**src/rtl/cpu_pkg.sv**
```systemverilog
// Shared CPU front-end definitions.
//   PC_W_DEF / INSTR_W_DEF : default program-counter and instruction widths
//   NOP                    : instruction presented when no entry is valid
//   fetch_entry_t          : one buffered fetch result {pc, instr}
package cpu_pkg;

  localparam int unsigned PC_W_DEF    = 32;
  localparam int unsigned INSTR_W_DEF = 32;

  localparam logic [INSTR_W_DEF-1:0] NOP = 32'h0000_0000;

  typedef struct packed {
    logic [PC_W_DEF-1:0]    pc;
    logic [INSTR_W_DEF-1:0] instr;
  } fetch_entry_t;

endpackage

```
**src/rtl/if_queue_fifo_ptr.sv**
```systemverilog
// fifo_ptr: pointer and occupancy bookkeeping for a power-of-two circular buffer.
// Ports:
//   clock, rst          rising-edge clock, asynchronous active-low reset
//   push, pop           qualified push/pop events (already handshaken)
//   flush               empties the buffer; wins over push and pop
//   wr_ptr, rd_ptr      write/read slot indices, wrap modulo DEPTH
//   count               current occupancy (0..DEPTH)
//   full, empty         decoded from count
module fifo_ptr #(
  parameter int unsigned DEPTH = 4
) (
  input  logic                       clock,
  input  logic                       rst,
  input  logic                       push,
  input  logic                       pop,
  input  logic                       flush,
  output logic [$clog2(DEPTH)-1:0]   wr_ptr,
  output logic [$clog2(DEPTH)-1:0]   rd_ptr,
  output logic [$clog2(DEPTH+1)-1:0] count,
  output logic                       full,
  output logic                       empty
);

  localparam int unsigned PTR_W = $clog2(DEPTH);
  localparam int unsigned CNT_W = $clog2(DEPTH+1);

  always_ff @(posedge clock or negedge rst) begin
    if (!rst) begin
      wr_ptr <= '0;
      rd_ptr <= '0;
      count  <= '0;
    end else if (flush) begin
      // Dropping everything only needs the read side to catch up with the
      // write side; storage contents are left as they are.
      rd_ptr <= wr_ptr;
      count  <= '0;
    end else begin
      if (push) wr_ptr <= wr_ptr + PTR_W'(1);
      if (pop)  rd_ptr <= rd_ptr + PTR_W'(1);
      if (push && !pop)      count <= count + CNT_W'(1);
      else if (pop && !push) count <= count - CNT_W'(1);
    end
  end

  assign full  = (count == CNT_W'(DEPTH));
  assign empty = (count == '0);

endmodule

```
**src/rtl/if_queue.sv**
```systemverilog
// if_queue: DEPTH-entry instruction queue between fetch and decode.
// Optional feature macro: IF_QUEUE_BYPASS_EN (empty-queue fall-through,
// zero-cycle push-to-pop latency). Default build has 1-cycle latency.
// Ports:
//   clock, rst                        rising-edge clock, async active-low reset
//   push_valid/push_ready             fetch-side handshake
//   push_pc, push_instr               fetched entry
//   pop_valid/pop_ready               decode-side handshake
//   pop_pc, pop_instr                 head entry (0 / NOP when pop_valid=0)
//   flush                             discard all entries (taken branch)
//   count                             current occupancy
module if_queue
  import cpu_pkg::*;
#(
  parameter int unsigned PC_W    = PC_W_DEF,
  parameter int unsigned INSTR_W = INSTR_W_DEF,
  parameter int unsigned DEPTH   = 4
) (
  input  logic                       clock,
  input  logic                       rst,
  input  logic                       push_valid,
  output logic                       push_ready,
  input  logic [PC_W-1:0]            push_pc,
  input  logic [INSTR_W-1:0]         push_instr,
  output logic                       pop_valid,
  input  logic                       pop_ready,
  output logic [PC_W-1:0]            pop_pc,
  output logic [INSTR_W-1:0]         pop_instr,
  input  logic                       flush,
  output logic [$clog2(DEPTH+1)-1:0] count
);

  localparam int unsigned PTR_W = $clog2(DEPTH);

  fetch_entry_t mem [DEPTH];

  logic [PTR_W-1:0] wr_ptr;
  logic [PTR_W-1:0] rd_ptr;
  logic             full;
  logic             empty;
  logic             bypass;
  logic             push_fire;
  logic             pop_fire;

  fifo_ptr #(.DEPTH(DEPTH)) u_ptr (
    .clock  (clock),
    .rst    (rst),
    .push   (push_fire),
    .pop    (pop_fire),
    .flush  (flush),
    .wr_ptr (wr_ptr),
    .rd_ptr (rd_ptr),
    .count  (count),
    .full   (full),
    .empty  (empty)
  );

  always_comb begin
    bypass = 1'b0;
`ifdef IF_QUEUE_BYPASS_EN
    bypass = empty && push_valid && !flush;
`endif
    // push_ready is a function of registered occupancy only.
    push_ready = !full;
    pop_valid  = !empty || bypass;
    // A bypassed entry that decode takes immediately never touches storage.
    push_fire  = push_valid && !full && !flush && !(bypass && pop_ready);
    pop_fire   = !empty && pop_ready && !flush;

    if (bypass) begin
      pop_pc    = push_pc;
      pop_instr = push_instr;
    end else if (!empty) begin
      pop_pc    = PC_W'(mem[rd_ptr].pc);
      pop_instr = INSTR_W'(mem[rd_ptr].instr);
    end else begin
      pop_pc    = '0;
      pop_instr = INSTR_W'(NOP);
    end
  end

  always_ff @(posedge clock) begin
    if (push_fire) begin
      mem[wr_ptr].pc    <= PC_W_DEF'(push_pc);
      mem[wr_ptr].instr <= INSTR_W_DEF'(push_instr);
    end
  end

endmodule

```
**config.mk**
```make
export PLATFORM = sky130hd
export DESIGN_NAME = if_queue
export DESIGN_NICKNAME = d
export VERILOG_FILES = /design/src/rtl/cpu_pkg.sv /design/src/rtl/if_queue_fifo_ptr.sv /design/src/rtl/if_queue.sv
export SDC_FILE = /design/constraint.sdc
export NUM_CORES = 1
export LEC_CHECK = 0
export ABC_AREA = 1
export BUFFER_PORTS_ARGS = -buffer_cell sky130_fd_sc_hd__buf_4
export CAP_MARGIN = 40
export CORE_ASPECT_RATIO = 0.9
export CORE_UTILIZATION = 60
export CTS_BUF_LIST = sky130_fd_sc_hd__clkbuf_4
export DETAILED_ROUTE_END_ITERATION = 8
export GPL_ROUTABILITY_DRIVEN = 0
export PLACE_DENSITY = 0.83
export SLEW_MARGIN = 20
export SYNTH_ARGS = -nofsm -noshare
export SYNTH_HDL_FRONTEND = slang
export SYNTH_SLANG_ARGS = --single-unit
```
**constraint.sdc**
```tcl
create_clock -name clock -period 5.15 [get_ports clock]
set_input_delay 0.7725 -clock clock [delete_from_list [all_inputs] [get_ports clock]]
set_output_delay 0.7725 -clock clock [all_outputs]
set_load 0.01 [all_outputs]
```
==> flow_metrics.env <==
export IMPL_setup_tns_ns=0
export IMPL_drive_gt1_share_pct=25.58
export IMPL_ant_nets=0
export IMPL_hp_class="in -> reg"
export IMPL_p_total_mw=6.853
export IMPL_vias=6863
export IMPL_fin_nets=1060
export IMPL_area_growth_pct=18.80
export IMPL_cp_slowest_stage_delay_ns=0.97
export IMPL_grt_pass1_wl_um=33790
export IMPL_clk_path_buf_depth=3
export IMPL_antenna_found_initial=0
export IMPL_drv_cap=0
export IMPL_clk_pin_slew_worst_paths_ns=0.07
export IMPL_dpl_hpwl_um=12020
export IMPL_viasPerCell=5.521
export IMPL_slew_headroom_pct=43.86
export IMPL_synth_seq_cells=263
export IMPL_slew_violations=0
export IMPL_p_int_mw=4.406
export IMPL_postPlaceCellArea_um2=11570
export IMPL_setup_viol=0
export IMPL_syn_inst=823
export IMPL_layout_common_cells="nor2_1 (258), edfxtp_1 (256), buf_4 (147), clkbuf_4 (94), o21ai_0 (71)"
export IMPL_layout_cells_non_filler=1243
export IMPL_gr_usage_all_layers_pct=24.75
export IMPL_startpoint_type="flop"
export IMPL_die_area_um2=17870
export IMPL_critical_path_class="reg -> out"
export IMPL_antenna_cells=0
export IMPL_crit_chain="buf_4, nor2_1, nor2_1, o21ai_0, a21oi_1, buf_4"
export IMPL_path_delay_family="flip-flops"
export IMPL_crit_arrival_ns=3.03
export IMPL_p_leak_nw=4.533
export IMPL_core_area_um2=16890
export IMPL_status="finished, final reports clean"
export IMPL_grt_max_degree=90
export IMPL_pin_count=138
export IMPL_finalCritPeriodShare_pct=73.84
export IMPL_worstMarginPinSlew_ns=0.8421
export IMPL_final_core_util_pct=73.17
export IMPL_syn_area_um2=10400
export IMPL_critPathBufInv=2
export IMPL_cp_required_ns=4.38
export IMPL_cpMaxStageDelayCell="dfrtp_4"
export IMPL_combinationalPowerShare_pct=36.9
export IMPL_cts_tree="yes"
export IMPL_fin_area_um2=12360
export IMPL_p_sw_mw=2.447
export IMPL_fin_skew_ns=0.03396
export IMPL_postCtsSetupRepairBufs=0
export IMPL_initial_utilization_pct=61.59
export IMPL_cts_root_buf="clkbuf_4"
export IMPL_max_freq_mhz=263.0
export IMPL_cts_hold_buf=1
export IMPL_rsz0062_at_grt="false"
export IMPL_rows=45
export IMPL_clkPwrFrac_pct=22.9
export IMPL_io_buffers=137
export IMPL_grt_pass1_vias=6784
export IMPL_syn_avg_cell_area_um2=12.64
export IMPL_cts_buffers=59
export IMPL_timing_hold_ws_ns=0.3093
export IMPL_ir_worst_vdd_uv=401.8
export IMPL_die_x_um=140.8
export IMPL_seqPwrFrac_pct=40.2
export IMPL_finalHoldViolations=0
export IMPL_drc_errors=0
export IMPL_synth_nets=897
export IMPL_die_height_um=126.9
export IMPL_worst_slack_ns=1.347
export IMPL_post_place_cells=1134
export IMPL_period_needed_ns=3.803
export IMPL_drtIter0Drc=686
export IMPL_place_ws_ns=2.022
export IMPL_post_cts_resized=0
export IMPL_fillCellCount=1096
export IMPL_first_pass_iters=5
export IMPL_end_kind="primary output"
export IMPL_crit_fanout=77
export IMPL_wirelength_um=21630
export IMPL_synth_seq_area_share_pct=75.57
export IMPL_ys_warn_count=0
export IMPL_post_drt_wl_per_cell_um=17.40
export IMPL_swShare_pct=35.70
export IMPL_mostFrequentLayoutCell="nor2_1"
export IMPL_clock_sinks=263
export IMPL_power_density_nw_per_um2=554.5
export IMPL_yosys_cell_types_count=22
export IMPL_htree_levels=2
export IMPL_globalRouteOverflowTotal=0
export IMPL_clkLatencyLatePin_ns=0.66
[cell type report]
class,instances,area [um^2],share of cell area (%)
clock buffers,94,705.7,5.710
clock inverters,13,51.30,0.4151
inverters,17,65.06,0.5264
multi-input cells,494,2225,18.00
flip-flops and latches,263,7868,63.66
well taps,211,264.0,2.136
repair buffers,151,1181,9.557
[synth_stat cells (all sizes together)]
| library cell | number | share of area (%) |
|---|---|---|
| xor2 | 1 | 0.084 |
| nand3 | 4 | 0.19 |
| ha | 4 | 0.48 |
| inv | 17 | 0.61 |
| clkbuf | 16 | 0.70 |
| dfrtp | 7 | 1.7 |
| xnor2 | 1 | 0.084 |
| o21ai | 132 | 6.3 |
| fa | 1 | 0.19 |
| buf | 33 | 2.0 |
| nor2 | 263 | 9.6 |
| edfxtp | 256 | 74 |
| nand2 | 20 | 0.84 |
| a21oi | 68 | 3.3 |
[per-layer routing]
metal | part of all wire [%] | vias to the layer above | track usage, %
met4 | 1.3 | 0 | 9.463
li1 | - | 3260 | -
met2 | 49 | 286 | 40.18
met3 | 8.4 | 31 | 6.304
met1 | 41 | 3286 | 32.54
met5 | 0 | - | 0
[kinds of logic (layout without fill, tap and decap cells)]
logic type,count (synthesis),after routing,synth area share (%)
DFF,263,263,75.57
AOI/OAI and AO/OA,200,200,9.657
buffers and inverters,66,275,3.331
xor gates and xnor gates,2,2,0.1684
and+or+nand+nor,287,287,10.60
adders and majority gates,5,5,0.6735
[flip-flops by register name (all words and copies together) (netlist names)]
| name | count |
|---|---|
| u_ptr.rd_ptr | 2 |
| mem | 256 |
| u_ptr.wr_ptr | 2 |
| u_ptr.count | 3 |
[power by group through the flow]
stage	sequential (mW)	clock, mW	combinational, mW
final	2.75	1.57	2.53
after global routing	2.77	1.72	2.77
after CTS	2.75	1.60	2.53
after detailed placement	2.80	0	2.51
after global placement	2.78	0	2.44
after floorplan	2.72	0	1.59
[worst register-to-register path, stage by stage, from the launching register on]
cell     delay (ns)
dfrtp_1        0.47
nand2_1        0.13
nand3_1        0.35
nor2_4         0.60
buf_4          0.70
[final timing paths]
path                                      start              end  slack [ns]  cells past startpoint
worst max-delay path            u_ptr.rd_ptr[0]       pop_pc[17]        1.35                      6
worst min-delay path                 push_pc[0]       mem[1][32]        0.31                      1
worst max register to register   u_ptr.count[2]        mem[2][1]        2.51                      4
worst min register to register  u_ptr.wr_ptr[0]  u_ptr.wr_ptr[0]        0.57                      1
max in group asynchronous                   rst  u_ptr.rd_ptr[0]        4.54                      2
min in group asynchronous                   rst   u_ptr.count[0]        0.46                      2
(Power assumes the default switching activity.)
